--- config.mk ---
export PLATFORM = sky130hd
export DESIGN_NAME = wb_burst_reader
export DESIGN_NICKNAME = d
export VERILOG_FILES = /design/src/rtl/wb_burst_reader.sv
export SDC_FILE = /design/constraint.sdc
export NUM_CORES = 1
export LEC_CHECK = 0
export BUFFER_PORTS_ARGS = -buffer_cell sky130_fd_sc_hd__buf_2
export CORE_UTILIZATION = 50
export DETAILED_ROUTE_END_ITERATION = 7
export PLACE_DENSITY = 0.67
export SETUP_SLACK_MARGIN = 0.02
export SYNTH_ARGS = -nofsm -noshare
export SYNTH_HDL_FRONTEND = slang
export SYNTH_SLANG_ARGS = --single-unit
--- constraint.sdc ---
create_clock -name clock -period 7.4 [get_ports clock]
set_clock_uncertainty 0.2 [all_clocks]
set_input_delay 1.48 -clock clock [delete_from_list [all_inputs] [get_ports clock]]
set_output_delay 1.48 -clock clock [all_outputs]
set_load 0.1 [all_outputs]
--- src/rtl/wb_burst_reader.sv ---
`default_nettype none
// ============================================================================
// Module   : wb_burst_reader
// Purpose  : Wishbone master that reads a contiguous HyperRAM region with
//            incrementing bursts and streams the words out on a valid/ready
//            source. A burst is launched only once the internal FIFO can hold
//            every beat of it, so wishbone_ack never has to be stalled.
// Ports    : clock/reset         - clock, synchronous active-high reset
//            start/base_adr/length - transfer request (sampled on acceptance)
//            busy/done/error     - transfer status (error is sticky)
//            wishbone_*          - wishbone master (read-only, linear bursts)
//            source_*            - 32-bit word stream with end-of-transfer tag
// Revision : 1.0 - initial release
// ============================================================================
module wb_burst_reader #(
    parameter int BURST_LEN  = 16,  // max beats per burst, >= 1
    parameter int FIFO_DEPTH = 32   // power of two, >= BURST_LEN and >= 2
) (
    input  logic        clock,
    input  logic        reset,
    input  logic        start,
    input  logic [29:0] base_adr,
    input  logic [23:0] length,
    output logic        busy,
    output logic        done,
    output logic        error,
    output logic [29:0] wishbone_adr,
    input  logic [31:0] wishbone_dat_r,
    output logic [31:0] wishbone_dat_w,
    output logic [3:0]  wishbone_sel,
    output logic        wishbone_cyc,
    output logic        wishbone_stb,
    output logic        wishbone_we,
    output logic [2:0]  wishbone_cti,
    output logic [1:0]  wishbone_bte,
    input  logic        wishbone_ack,
    input  logic        wishbone_err,
    output logic        source_valid,
    input  logic        source_ready,
    output logic [31:0] source_data,
    output logic        source_last
);

    localparam int AW  = $clog2(FIFO_DEPTH);
    localparam int PW  = AW + 1;                 // pointer carries a wrap bit
    localparam int BCW = $clog2(BURST_LEN + 1);

    typedef enum logic [1:0] {
        ST_IDLE       = 2'd0,
        ST_WAIT_SPACE = 2'd1,
        ST_BURST      = 2'd2,
        ST_DRAIN      = 2'd3
    } state_t;

    state_t          state_q;
    logic [29:0]     adr_q;
    logic [23:0]     remaining_q;
    logic [BCW-1:0]  beat_cnt_q;
    logic [2:0]      cti_q;
    logic            cyc_q;
    logic            busy_q;
    logic            done_q;
    logic            error_q;

    // FIFO storage: bit 32 is the end-of-transfer tag.
    logic [32:0]     mem_q [FIFO_DEPTH];
    logic [PW-1:0]   wr_ptr_q, wr_ptr_d;
    logic [PW-1:0]   rd_ptr_q, rd_ptr_d;

    logic [PW-1:0]   fifo_count;
    logic            fifo_empty;
    logic            pop;
    logic            push;
    logic            abort;
    logic [PW:0]     fifo_free;
    logic [BCW-1:0]  beats;
    logic            space_ok;

    assign fifo_count = wr_ptr_q - rd_ptr_q;
    assign fifo_empty = (fifo_count == '0);
    assign pop        = !fifo_empty && source_ready;
    assign push       = (state_q == ST_BURST) && wishbone_ack && !wishbone_err;
    assign abort      = (state_q == ST_BURST) && wishbone_err;

    // A word leaving this cycle already frees its slot for the next burst.
    assign fifo_free  = (PW+1)'(FIFO_DEPTH) - {1'b0, fifo_count} + {{PW{1'b0}}, pop};
    assign beats      = (remaining_q < 24'(BURST_LEN)) ? remaining_q[BCW-1:0]
                                                       : BCW'(BURST_LEN);
    assign space_ok   = fifo_free >= (PW+1)'(beats);

    // An error flushes everything buffered; the erroring beat is never pushed.
    always_comb begin
        wr_ptr_d = wr_ptr_q + {{(PW-1){1'b0}}, push};
        rd_ptr_d = abort ? wr_ptr_q : rd_ptr_q + {{(PW-1){1'b0}}, pop};
    end

    always_ff @(posedge clock) begin
        if (reset) begin
            wr_ptr_q <= '0;
            rd_ptr_q <= '0;
        end else begin
            wr_ptr_q <= wr_ptr_d;
            rd_ptr_q <= rd_ptr_d;
        end
    end

    always_ff @(posedge clock) begin
        if (push) begin
            mem_q[wr_ptr_q[AW-1:0]] <= {(remaining_q == 24'd1), wishbone_dat_r};
        end
    end

    always_ff @(posedge clock) begin
        if (reset) begin
            state_q     <= ST_IDLE;
            adr_q       <= '0;
            remaining_q <= '0;
            beat_cnt_q  <= '0;
            cti_q       <= 3'b000;
            cyc_q       <= 1'b0;
            busy_q      <= 1'b0;
            done_q      <= 1'b0;
            error_q     <= 1'b0;
        end else begin
            done_q <= 1'b0;
            case (state_q)
                ST_IDLE: begin
                    if (start) begin
                        error_q <= 1'b0;
                        if (length == '0) begin
                            done_q <= 1'b1;
                        end else begin
                            adr_q       <= base_adr;
                            remaining_q <= length;
                            busy_q      <= 1'b1;
                            state_q     <= ST_WAIT_SPACE;
                        end
                    end
                end
                ST_WAIT_SPACE: begin
                    if (space_ok) begin
                        cyc_q      <= 1'b1;
                        beat_cnt_q <= beats;
                        cti_q      <= (beats == BCW'(1)) ? 3'b111 : 3'b010;
                        state_q    <= ST_BURST;
                    end
                end
                ST_BURST: begin
                    if (wishbone_err) begin
                        cyc_q   <= 1'b0;
                        error_q <= 1'b1;
                        done_q  <= 1'b1;
                        busy_q  <= 1'b0;
                        state_q <= ST_IDLE;
                    end else if (wishbone_ack) begin
                        adr_q       <= adr_q + 30'd1;
                        remaining_q <= remaining_q - 24'd1;
                        beat_cnt_q  <= beat_cnt_q - BCW'(1);
                        // Look one beat ahead so cti marks the beat now due.
                        cti_q       <= (beat_cnt_q == BCW'(2)) ? 3'b111 : 3'b010;
                        if (beat_cnt_q == BCW'(1)) begin
                            cyc_q   <= 1'b0;
                            state_q <= (remaining_q == 24'd1) ? ST_DRAIN : ST_WAIT_SPACE;
                        end
                    end
                end
                ST_DRAIN: begin
                    if (fifo_empty) begin
                        done_q  <= 1'b1;
                        busy_q  <= 1'b0;
                        state_q <= ST_IDLE;
                    end
                end
                default: state_q <= ST_IDLE;
            endcase
        end
    end

    assign busy           = busy_q;
    assign done           = done_q;
    assign error          = error_q;
    assign wishbone_adr   = adr_q;
    assign wishbone_dat_w = 32'h0;
    assign wishbone_sel   = 4'hF;
    assign wishbone_cyc   = cyc_q;
    assign wishbone_stb   = cyc_q;
    assign wishbone_we    = 1'b0;
    assign wishbone_cti   = cti_q;
    assign wishbone_bte   = 2'b00;
    assign source_valid   = !fifo_empty;
    assign source_data    = mem_q[rd_ptr_q[AW-1:0]][31:0];
    assign source_last    = !fifo_empty && mem_q[rd_ptr_q[AW-1:0]][32];

endmodule
`default_nettype wire

# ---- Word-level counts from Yosys, hierarchy flattened
# Memory sizes are Yosys's and may differ from the RTL's. A register that Yosys moved wholly into a read port is not among the register bits.
# Index checks and enable logic that the tools add are counted.
dict set report word_totals {
  input_bits 92
  mem_bits_rw 1056
  reg_bits 80
  out_inout_bits 111
  n_memories 1
}
dict set report op_classes {
  magnitude_cmp 2
  eq_ne 16
  reduce_logical 19
  addsub 8
  muxes 52
}
# name depth width rd rd_ports_with_merged_regs write_ports line_no
set memory_table {}
lappend memory_table {mem_q 32 33 1 1 1 66} ;# logic [32:0] mem_q [FIFO_DEPTH];
# cell n
set op_table {}
lappend op_table {{30-bit two-way mux} 4}
lappend op_table {{24-bit two-way mux} 4}
lappend op_table {{30-bit one-hot mux with 2 select lines} 1}
lappend op_table {{24-bit one-hot mux with 2 select lines} 1}
lappend op_table {{30-bit by 1-bit adder with 30-bit output (second input constant)} 1}
lappend op_table {{5-bit two-way mux} 5}
lappend op_table {{24-bit by 1-bit equality test with 1-bit output (second input constant)} 1}
lappend op_table {{24-bit logical NOT} 1}
lappend op_table {{24-bit by 5-bit less-than comparator with 1-bit output (second input constant)} 1}
lappend op_table {{24-bit by 1-bit subtractor with 24-bit output (second input constant)} 1}
lappend op_table {{1-bit two-way mux} 16}
lappend op_table {{2-bit two-way mux} 8}
lappend op_table {{3-bit two-way mux} 5}
lappend op_table {{2-bit inequality test (second input constant)} 7}
lappend op_table {{6-bit by 1-bit adder with 6-bit output} 2}
lappend op_table {{5-bit by 1-bit equality test with 1-bit output (second input constant)} 2}
lappend op_table {{5-bit one-hot mux with 2 select lines} 1}
lappend op_table {{5-bit AND reduction} 2}
lappend op_table {{2-bit one-hot mux with 4 select lines} 1}
lappend op_table {{4-bit AND reduction} 2}
lappend op_table {{7-bit by 1-bit adder with 7-bit output} 1}
lappend op_table {{7-bit by 5-bit >= comparator with 1-bit output} 1}
lappend op_table {{6-bit by 6-bit subtractor with 7-bit output (first input constant)} 1}
lappend op_table {{6-bit logical NOT} 1}
lappend op_table {{other kinds (18)} 27}

# ---- Depth between registers and ports, before layout
# Gate-level depths: netlist (run 1).
dict set report logic_depth {
  word_depth 8
  mapped_depth 21
  ltp_nobuf 19
}

# ---- Worst setup path after synthesis (run 1)
# OpenSTA, ideal clock, no wires.
dict set report synth_path {
  path_type {register -> register}
  startpoint {reg rd_ptr_q[1]}
  endpoint {reg state_q[1]}
  path_slack_ps 1603
  required_time_ps 7065
  n_path_buf 4
  path_stages_with_launch 22
  arrival_ps 5462
  cell_sequence {dfxtp_1 -> clkbuf_1 -> clkbuf_1 -> clkbuf_1 -> inv_1 -> fa_1 -> xor2_1 -> nor2_1 -> mux2i_1 -> nor4_1 -> inv_1 -> and2_1 -> a21oi_1 -> ha_1 -> nand2b_1 -> a211oi_1 -> o31ai_1 -> or3_1 -> o221a_1 -> buf_6 -> a2111oi_2 -> a211oi_2}
}
dict set report synth_via {
  elab_chain_len 8
  word_cells_on_any_way 10
  classes_between {3 x add/sub; 1 x order compare; 2 x eq/ne; 4 x reduce/logical}
}
# item line_no
set synth_lines {}
lappend synth_lines {{from (decl)} 68} ;# logic [PW-1:0] rd_ptr_q, rd_ptr_d;
lappend synth_lines {{from (signal assigned)} 103} ;# rd_ptr_q <= rd_ptr_d;
lappend synth_lines {{6-bit subtractor} 79} ;# assign fifo_count = wr_ptr_q - rd_ptr_q;
lappend synth_lines {{6-bit logical NOT} 80} ;# assign fifo_empty = (fifo_count == '0);
lappend synth_lines {{1-bit logical NOT} --}
lappend synth_lines {{via source_valid} 38} ;# output logic source_valid,
lappend synth_lines {{1-bit logical AND} 81} ;# assign pop = !fifo_empty && source_ready;
lappend synth_lines {{7-bit by 1-bit adder with 7-bit output} 86} ;# assign fifo_free = (PW+1)'(FIFO_DEPTH) - {1'b0, fifo_count} + {{PW{1'b0}}, pop};
lappend synth_lines {{7-bit by 5-bit >= comparator with 1-bit output} 89} ;# assign space_ok = fifo_free >= (PW+1)'(beats);
lappend synth_lines {{2-bit inequality test (no line)} --}
lappend synth_lines {{6-bit AND reduction (no line)} --}
lappend synth_lines {{to (signal assigned)} 163} ;# state_q <= (remaining_q == 24'd1) ? ST_DRAIN : ST_WAIT_SPACE;
lappend synth_lines {{to (decl)} 55} ;# state_t state_q;
# The timed path passes the listed nets, and every way through them passes these cells.
# A chain may end at the register's enable or synchronous reset.

==> key figures, run 1 <==
STA
  • Time the final worst path needs with I/O delays and setup: 5.84 ns
  • Fmax: 171 MHz
  • Unrepaired setup endpoints after global routing: no
  • Headroom to the max-slew limit: 8.62%
  • Total setup violations reported at the end of the flow: 0
  • Final worst slack: 1.56 ns
  • Final critical-path share of the clock period: 78.9%
  • Total negative slack for setup checks: 0 ns
  • Actual slew at the worst max-slew pin: 1.37 ns
  • Final Slew Violations: 0
  • Hold Vio Cnt, Final: 0

Worst setup path
  • Reg-to-reg critical path startpoint: rd_ptr_q[1]$_SDFF_PP0_
  • Reg2Reg Depth: 17
  • Critical setup path kind: reg -> out
  • Capturing element type of the critical path: output pin
  • Crit-path leading delay family: buffers and inverters
  • Required time reported for the critical path endpoint: 5.72 ns
  • CP Max Fanout: 163
  • Slowest stage delay, CP: 0.85 ns
  • Cell-by-cell listing of the critical path: buf_12 -> mux4_2 -> mux4_2 -> nand2_1 -> nand2_1 -> buf_2
  • Startpoint class of the critical path: flip-flop
  • Crit-path slowest cell: sky130_fd_sc_hd__dfxtp_4
  • Capture point of the worst reg-to-reg path: state_q[1]$_SDFFE_PP0P_
  • Register-to-register path setup slack: 1.91 ns
  • Data arrival, critical path: 4.16 ns
  • Crit path buffers/inverters: 2

Clock tree
  • Number of gates resized after cts: 0
  • Clock insertion delay at the later pin of the skew report: 0.70 ns
  • Cell at the root of the clock tree: sky130_fd_sc_hd__clkbuf_16
  • Number of H-tree branching levels: 3
  • Clock-pin slew reported for the worst setup and hold paths after clock tree synthesis: 0.06 ns
  • Post-CTS Hold Buffers: 0
  • Number of buffers created by CTS: 112
  • Post CTS Setup Buffer Count: 0
  • Maximum buffer depth of the clock tree: 3
  • CTS tree: yes
  • Clock Sinks: 1135

Die
  • Area of the core: 90100 um2
  • Number of placement rows: 110
  • Total I/O pin count: 203
  • Width of the die: 304 um
  • Area enclosed by the die boundary: 92400 um2
  • Initial Util: 50.6%
  • Die outline height: 304 um

Drt
  • Wirelength, routed: 112 mm
  • Total iterations of the first detailed-routing run: 6
  • Mean number of vias per cell: 6.33
  • Detailed-route via count: 24300
  • DRC violation count after routing: 0
  • Avg WL per Cell: 29.2 um
  • Starting DRC count in detailed routing: 3061
  • Number of nets still failing antenna checks after routing: 0

Power
  • Internal power contribution: 0.0124 W
  • Share of total power in the clock network: 29.3%
  • Worst IR drop on VDD: 0.343 mV
  • PD cells: 367 nW/um2
  • Leakage power of the design: 16.4 nW
  • Net switching power: 0.00649 W
  • Part of the power in combinational logic: 31.6%
  • Sw frac: 34.3%
  • Power share of the sequential group: 39.1%

GRT
  • Global-route wire length before repair: 165 mm
  • Number of antenna violations at the first check in global routing: 7
  • GR Overflow Total: 0
  • Maximum number of pins on one net before global-route repair: 164
  • Aggregate global-route resource usage: 24.5%
  • Vias in the first global route: 24100

Hold path
  • Startpoint of the most critical hold path: busy$_SDFFE_PP0P_
  • Worst Hold End: busy$_SDFFE_PP0P_
  • Cell depth of the worst hold path: 2
  • Kind of path behind the tightest hold check: reg -> reg

Finish
  • Reg area: 33300 um2
  • Area taken by multi-input logic gates: 11800 um2
  • Final Net Count: 2682
  • Filler Cells Inserted: 6526
  • Number of inserted diodes: 0
  • Layout overhead on the synthesized area: 12.9%
  • Final Cell Area: 51500 um2
  • Share of cells above drive strength 1: 28.6%

Yosys
  • Fraction of the yosys area taken by sequential cells: 73.0%
  • Number of flip-flops and latches in the synthesized netlist: 1135
  • Most used flip-flop cell after synthesis: sky130_fd_sc_hd__edfxtp_1
  • Avg Inst Size Synth: 19.1 um2
  • Share of Yosys cell area claimed by the top area cell type: 69.6%
  • Proportion of synthesized flip-flops having asynchronous set or reset: 0%
  • Number of distinct library cell variants in the gate-level netlist after synthesis: 72
  • Synthesized area: 45600 um2
  • Count of flip-flops with a built-in enable after synthesis: 1056
  • Post-Syn Instances: 2381
  • Cell taking the most area after synthesis: sky130_fd_sc_hd__edfxtp_1
  • Top-count cell post-synth: sky130_fd_sc_hd__edfxtp_1
  • Most frequent cells after synthesis: 1056 x sky130_fd_sc_hd__edfxtp_1, 329 x sky130_fd_sc_hd__mux4_2, 177 x sky130_fd_sc_hd__nand2_1
  • Leading post-synthesis cells by cell area: sky130_fd_sc_hd__edfxtp_1 70%, sky130_fd_sc_hd__mux4_2 16%, sky130_fd_sc_hd__dfxtp_1 3.5%, sky130_fd_sc_hd__nand2_1 1.5%, sky130_fd_sc_hd__nor2_1 1.1%
  • Number of warnings reported in the yosys synthesis log: 0

Placement
  • Post-place instance area: 47900 um2
  • Half-perimeter wire length after placement: 60.9 mm
  • Worst setup slack before clock tree synthesis: 2.05 ns
  • Gp weighted congestion: 0.876
  • Port Buffers: 163

Outcome
  • Outcome: finished clean

Flow run
  • Max_cap viols: 0
metrics by stage:
step	power, W	instances	hold WS (ns)	utilization, %
final	0.0189	3838	0.281	57.1
after global routing	0.0196	3838	0.301	57.1
after CTS	0.0190	3838	0.288	57.1
after detailed placement	0.0135	3630	0.280	53.1
after global placement	0.0134	3630	0.258	53.1
after floorplan	0.0123	2418	0.246	-
area by class of cell:
class / count / area share, %
clock buffers: 135 / 5.73
flip-flops and latches: 1135 / 64.7
well taps: 1176 / 2.86
multi-input cells: 1080 / 22.8
clock inverters: 73 / 1.27
repair buffers: 219 / 2.47
inverters: 20 / 0.156
layout by cell type (no fill, tap or decap), types with 6 or more instances in the layout:
| cell | netlist | layout |
|---|---|---|
| sky130_fd_sc_hd__conb_1 | 2 | 39 |
| sky130_fd_sc_hd__nand4_1 | 10 | 10 |
| sky130_fd_sc_hd__a22o_1 | 6 | 6 |
| sky130_fd_sc_hd__a22oi_1 | 20 | 20 |
| sky130_fd_sc_hd__dfxtp_1 | 79 | 75 |
| sky130_fd_sc_hd__edfxtp_1 | 1056 | 1056 |
| sky130_fd_sc_hd__nand2b_1 | 7 | 6 |
| sky130_fd_sc_hd__nor2_4 | 0 | 32 |
| sky130_fd_sc_hd__nor2b_1 | 7 | 7 |
| sky130_fd_sc_hd__mux4_2 | 329 | 329 |
| sky130_fd_sc_hd__and3_1 | 7 | 7 |
| sky130_fd_sc_hd__ha_1 | 21 | 21 |
| sky130_fd_sc_hd__mux2i_1 | 6 | 6 |
| sky130_fd_sc_hd__clkbuf_1 | 101 | 19 |
| sky130_fd_sc_hd__nor2_1 | 129 | 96 |
| sky130_fd_sc_hd__o21ai_0 | 52 | 52 |
| sky130_fd_sc_hd__clkinv_2 | 0 | 22 |
| sky130_fd_sc_hd__clkinv_1 | 1 | 29 |
| sky130_fd_sc_hd__nand3_1 | 29 | 29 |
| sky130_fd_sc_hd__nor3_1 | 29 | 28 |
| sky130_fd_sc_hd__buf_4 | 41 | 53 |
| sky130_fd_sc_hd__o31ai_1 | 8 | 8 |
| sky130_fd_sc_hd__buf_2 | 5 | 163 |
| sky130_fd_sc_hd__a211oi_1 | 14 | 14 |
| sky130_fd_sc_hd__inv_1 | 18 | 18 |
| sky130_fd_sc_hd__a21oi_1 | 61 | 61 |
| sky130_fd_sc_hd__clkbuf_16 | 0 | 114 |
| sky130_fd_sc_hd__bufinv_16 | 0 | 8 |
| sky130_fd_sc_hd__nand2_1 | 177 | 177 |
| sky130_fd_sc_hd__nor4_1 | 13 | 13 |
| sky130_fd_sc_hd__or3_1 | 13 | 13 |
| sky130_fd_sc_hd__xnor2_1 | 12 | 12 |
| sky130_fd_sc_hd__o41ai_1 | 9 | 9 |
cells by family (layout without fill, tap and decap cells):
group | Yosys count | after routing | synth area share [%]
simple gates | 452 | 452 | 4.49
xor+xnor | 16 | 16 | 0.307
compound gates | 216 | 216 | 3.09
fa+ha+maj | 22 | 22 | 0.620
buf+inv | 203 | 447 | 2.06
other cells | 2 | 39 | 0.0165
flops | 1135 | 1135 | 73.0
mux | 335 | 335 | 16.4
worst min-delay path, delay by kind of cell (launching register included):
family	cells	cell delay (ns)
flops	1	0.31
compound gates	1	0.07
buf+inv	1	0.05
metal layers:
layer  wire (um)  share of wire (%)  track usage, %
met1       45700                 41            35.0
met2       55300                 49            39.8
met3        9230                8.2            4.25
met4        1910                1.7            5.71
met5          79              0.070               0
flip-flops by register name, indices dropped and copies added (netlist names):
name / cells
mem_q: 1056
busy: 1
done: 1
wishbone_cyc: 1
wishbone_cti: 2
state_q: 2
rd_ptr_q: 6
beat_cnt_q: 5
error: 1
wishbone_adr: 30
wr_ptr_q: 6
remaining_q: 24
worst max path at each step:
stage / start / endpoint / slack (ns) / depth (start not counted)
3_3_place_gp: rd_ptr_q[1]$_SDFF_PP0_ / state_q[1]$_SDFFE_PP0P_ / 2.09 / 17
5_1_grt: rd_ptr_q[0]$_SDFF_PP0_ / source_data[6] / 1.43 / 6
6_report: rd_ptr_q[1]$_SDFF_PP0_ / source_data[25] / 1.56 / 6
2_1_floorplan: rd_ptr_q[1]$_SDFF_PP0_ / state_q[1]$_SDFFE_PP0P_ / 1.60 / 21
4_1_cts: rd_ptr_q[1]$_SDFF_PP0_ / source_last / 1.55 / 6
3_5_place_dp: rd_ptr_q[1]$_SDFF_PP0_ / state_q[1]$_SDFFE_PP0P_ / 2.05 / 17
power groups by stage:
stage	Combinational, W	Clock, W	Sequential [W]
final	0.00597	0.00555	0.00739
after global routing	0.00631	0.00587	0.00742
after CTS	0.00600	0.00563	0.00739
after detailed placement	0.00598	0	0.00753
after global placement	0.00592	0	0.00751
after floorplan	0.00452	0	0.00776
Note: power is estimated with default switching activity, not from simulation.
==> run 2, diff against run 1 <==
==> constraint.sdc (replaced) <==
create_clock -name clock -period 5.81 [get_ports clock]
set_clock_uncertainty 0.2 [all_clocks]
set_input_delay 1.162 -clock clock [delete_from_list [all_inputs] [get_ports clock]]
set_output_delay 1.162 -clock clock [all_outputs]
set_load 0.1 [all_outputs]
==> run 2 against run 1 <==
Non-clock buffer count rose by 3. Critical path depth rose by 1. Setup slack got worse by 1.2 ns. Via count fell by 0.25%. Sequential power rose by 26%. Total power rose by 26%. Worst hold slack got worse by 0.0027 ns. Count of clock-buffer cells in the layout rose by 3. Largest cell class unchanged. Largest power group unchanged. Highest routed layer unchanged.
==> key figures, run 2 (same netlist as run 1, synthesis figures left out) <==
STA
  • Final critical-path share of the clock period: 93.5%
  • Final worst slack: 0.375 ns (-1.19 ns)
  • Time the final worst path needs with I/O delays and setup: 5.43 ns
  • Final Slew Violations: 0 (unchanged)
  • Fmax: 184 MHz
  • Headroom to the max-slew limit: 27.0% (+18 points)
  • Hold Vio Cnt, Final: 0 (unchanged)
  • Total setup violations reported at the end of the flow: 0 (unchanged)
  • Actual slew at the worst max-slew pin: 1.09 ns (-0.273 ns)
  • Total negative slack for setup checks: 0 ns (unchanged)
  • Unrepaired setup endpoints after global routing: no

Drt
  • Mean number of vias per cell: 6.31 (-0.25%)
  • Starting DRC count in detailed routing: 2987 (-2.4%)
  • Detail Route met2 WL: 54.9 mm (-0.79%)
  • Routed met1 length: 45.2 mm (-1.1%)
  • DRC violation count after routing: 0 (unchanged)
  • Avg WL per Cell: 29.0 um (-0.66%)
  • Total iterations of the first detailed-routing run: 7 (+1)
  • Number of nets still failing antenna checks after routing: 0 (unchanged)
  • DR top layer: met5
  • Detailed-route via count: 24200 (-0.25%)
  • Routed length on met3: 9.03 mm (-2.1%)
  • Wirelength, routed: 111 mm (-0.66%)

Clock tree
  • CTS tree: yes
  • Number of gates resized after cts: 0 (unchanged)
  • Number of H-tree branching levels: 3 (unchanged)
  • Post CTS Setup Buffer Count: 0 (unchanged)
  • Number of buffers created by CTS: 112 (unchanged)
  • Cell at the root of the clock tree: sky130_fd_sc_hd__clkbuf_16
  • Clock Sinks: 1135 (unchanged)
  • Maximum buffer depth of the clock tree: 3 (unchanged)
  • Clock insertion delay at the later pin of the skew report: 0.68 ns (-0.02 ns)
  • Clock-pin slew reported for the worst setup and hold paths after clock tree synthesis: 0.06 ns (about the same)
  • Post-CTS Hold Buffers: 0 (unchanged)

Worst setup path
  • Critical setup path kind: reg -> out
  • Cell-by-cell listing of the critical path: buf_12 -> buf_4 -> mux4_2 -> mux4_2 -> nand2_1 -> nand2_1 -> buf_2
  • Required time reported for the critical path endpoint: 4.45 ns (-1.27 ns)
  • Capturing element type of the critical path: output pin
  • Reg2Reg Depth: 20 (+3)
  • CP Max Fanout: 147 (-9.8%)
  • Data arrival, critical path: 4.07 ns (-0.09 ns)
  • Slowest stage delay, CP: 0.70 ns (-0.15 ns)
  • Crit-path slowest cell: sky130_fd_sc_hd__buf_4
  • Startpoint class of the critical path: flip-flop

GRT
  • Vias in the first global route: 24300 (+0.78%)
  • Maximum number of pins on one net before global-route repair: 148 (-9.8%)
  • Number of antenna violations at the first check in global routing: 5 (-2)
  • Aggregate global-route resource usage: 24.3% (-0.24 points)
  • GR Overflow Total: 0 (unchanged)
  • Global-route wire length before repair: 163 mm (-1.1%)

Finish
  • Count of non-filler cells in the finished layout: 3838 (unchanged)
  • Final Core Density: 57.2% (+0.087 points)
  • Most common cell after layout, fill and taps aside: sky130_fd_sc_hd__edfxtp_1
  • Final Net Count: 2685 (+0.11%)
  • Max reg flops: 1056 (unchanged)
  • Share of cells above drive strength 1: 28.5% (-0.10 points)
  • Layout overhead on the synthesized area: 13.1%
  • Top library cells by usage in the layout, fill and taps aside: 1056 x sky130_fd_sc_hd__edfxtp_1, 329 x sky130_fd_sc_hd__mux4_2, 177 x sky130_fd_sc_hd__nand2_1, 163 x sky130_fd_sc_hd__buf_2, 115 x sky130_fd_sc_hd__clkbuf_16
  • Filler Cells Inserted: 6607 (+1.2%)

Power
  • Worst IR drop on VDD: 0.560 mV (+63%)
  • PD cells: 463 nW/um2 (+26%)
  • Leakage power of the design: 16.4 nW (about the same)
  • Total power draw: 0.0239 W (+26%)

Outcome
  • Outcome: finished clean

Die
  • Die outline height: 304 um (unchanged)
  • Total I/O pin count: 203 (unchanged)
  • Width of the die: 304 um (unchanged)
  • Initial Util: 50.6% (unchanged)
  • Area enclosed by the die boundary: 92400 um2 (unchanged)
  • Number of placement rows: 110 (unchanged)
  • Area of the core: 90100 um2 (unchanged)

Placement
  • Worst setup slack before clock tree synthesis: 1.08 ns (-0.974 ns)
  • Port Buffers: 163 (unchanged)
  • Half-perimeter wire length after placement: 59.6 mm (-2.1%)
  • Number of instances in the placed design: 3633 (+0.083%)
  • Gp weighted congestion: 0.848 (-3.2%)

Hold path
  • Cell depth of the worst hold path: 2 (unchanged)
  • Kind of path behind the tightest hold check: reg -> reg

Flow run
  • Max_cap viols: 0 (unchanged)
-- run 2: changes by cell type in the layout (fill, tap and decap cells not counted), moves of 2 or more --
| cell | delta |
|---|---|
| sky130_fd_sc_hd__bufinv_16 | -2 |
| sky130_fd_sc_hd__buf_12 | +16 |
| sky130_fd_sc_hd__inv_6 | -4 |
| sky130_fd_sc_hd__buf_4 | -13 |
| sky130_fd_sc_hd__clkinv_16 | -3 |
| sky130_fd_sc_hd__clkbuf_8 | -2 |
| sky130_fd_sc_hd__clkbuf_1 | +4 |
-- run 2: through the flow --
step,instance area [um2],hold slack (ns)
floorplan,45700,0.246
global placement,48100,0.259
detailed placement,48100,0.272
CTS,51600,0.280
global route,51600,0.304
finish,51600,0.279
-- run 2: critical path: cells and delay by family (launching register included) --
| kind | cells | cell delay [ns] |
|---|---|---|
| buffers and inverters | 3 | 1.66 |
| multiplexers | 2 | 0.87 |
| flip-flops | 1 | 0.36 |
| AND/OR/NAND/NOR | 2 | 0.32 |
-- run 2: report_power, final --
| group | total [W] | switching (W) | internal [W] |
|---|---|---|---|
| logic | 0.00770 | 0.00495 | 0.00275 |
| clock network | 0.00689 | 0.00302 | 0.00387 |
| registers | 0.00931 | 0.000212 | 0.00909 |
-- run 2: area by class of cell --
cell class                      instances  area [um2]  area share [%]
Antenna cell                            1        2.50         0.00485
Clock buffer                          138        2960            5.75
Clock inverter                         66         495           0.961
Inverter                               20        77.6           0.150
Multi-Input combinational cell       1080       11800            22.8
Sequential cell                      1135       33300            64.6
Tap cell                             1176        1470            2.85
Timing Repair Buffer                  222        1500            2.90
-- run 2: path summary, 6_finish.rpt --
check / startpoint / end / slack [ns]
worst max-delay path: rd_ptr_q[1]$_SDFF_PP0_ / source_data[21] / 0.38
worst min-delay path: remaining_q[16]$_SDFFE_PP0P_ / remaining_q[16]$_SDFFE_PP0P_ / 0.28
worst min register to register: remaining_q[16]$_SDFFE_PP0P_ / remaining_q[16]$_SDFFE_PP0P_ / 0.28
worst max register to register: wr_ptr_q[0]$_SDFF_PP0_ / state_q[1]$_SDFFE_PP0P_ / 0.98
-- run 2: routing by layer --
layer  global-route usage, %  up-vias
met4                    6.56        6
met1                    34.3    12900
met2                    39.4     1187
met3                    4.07      174
li1                        -    10000
met5                       0        -
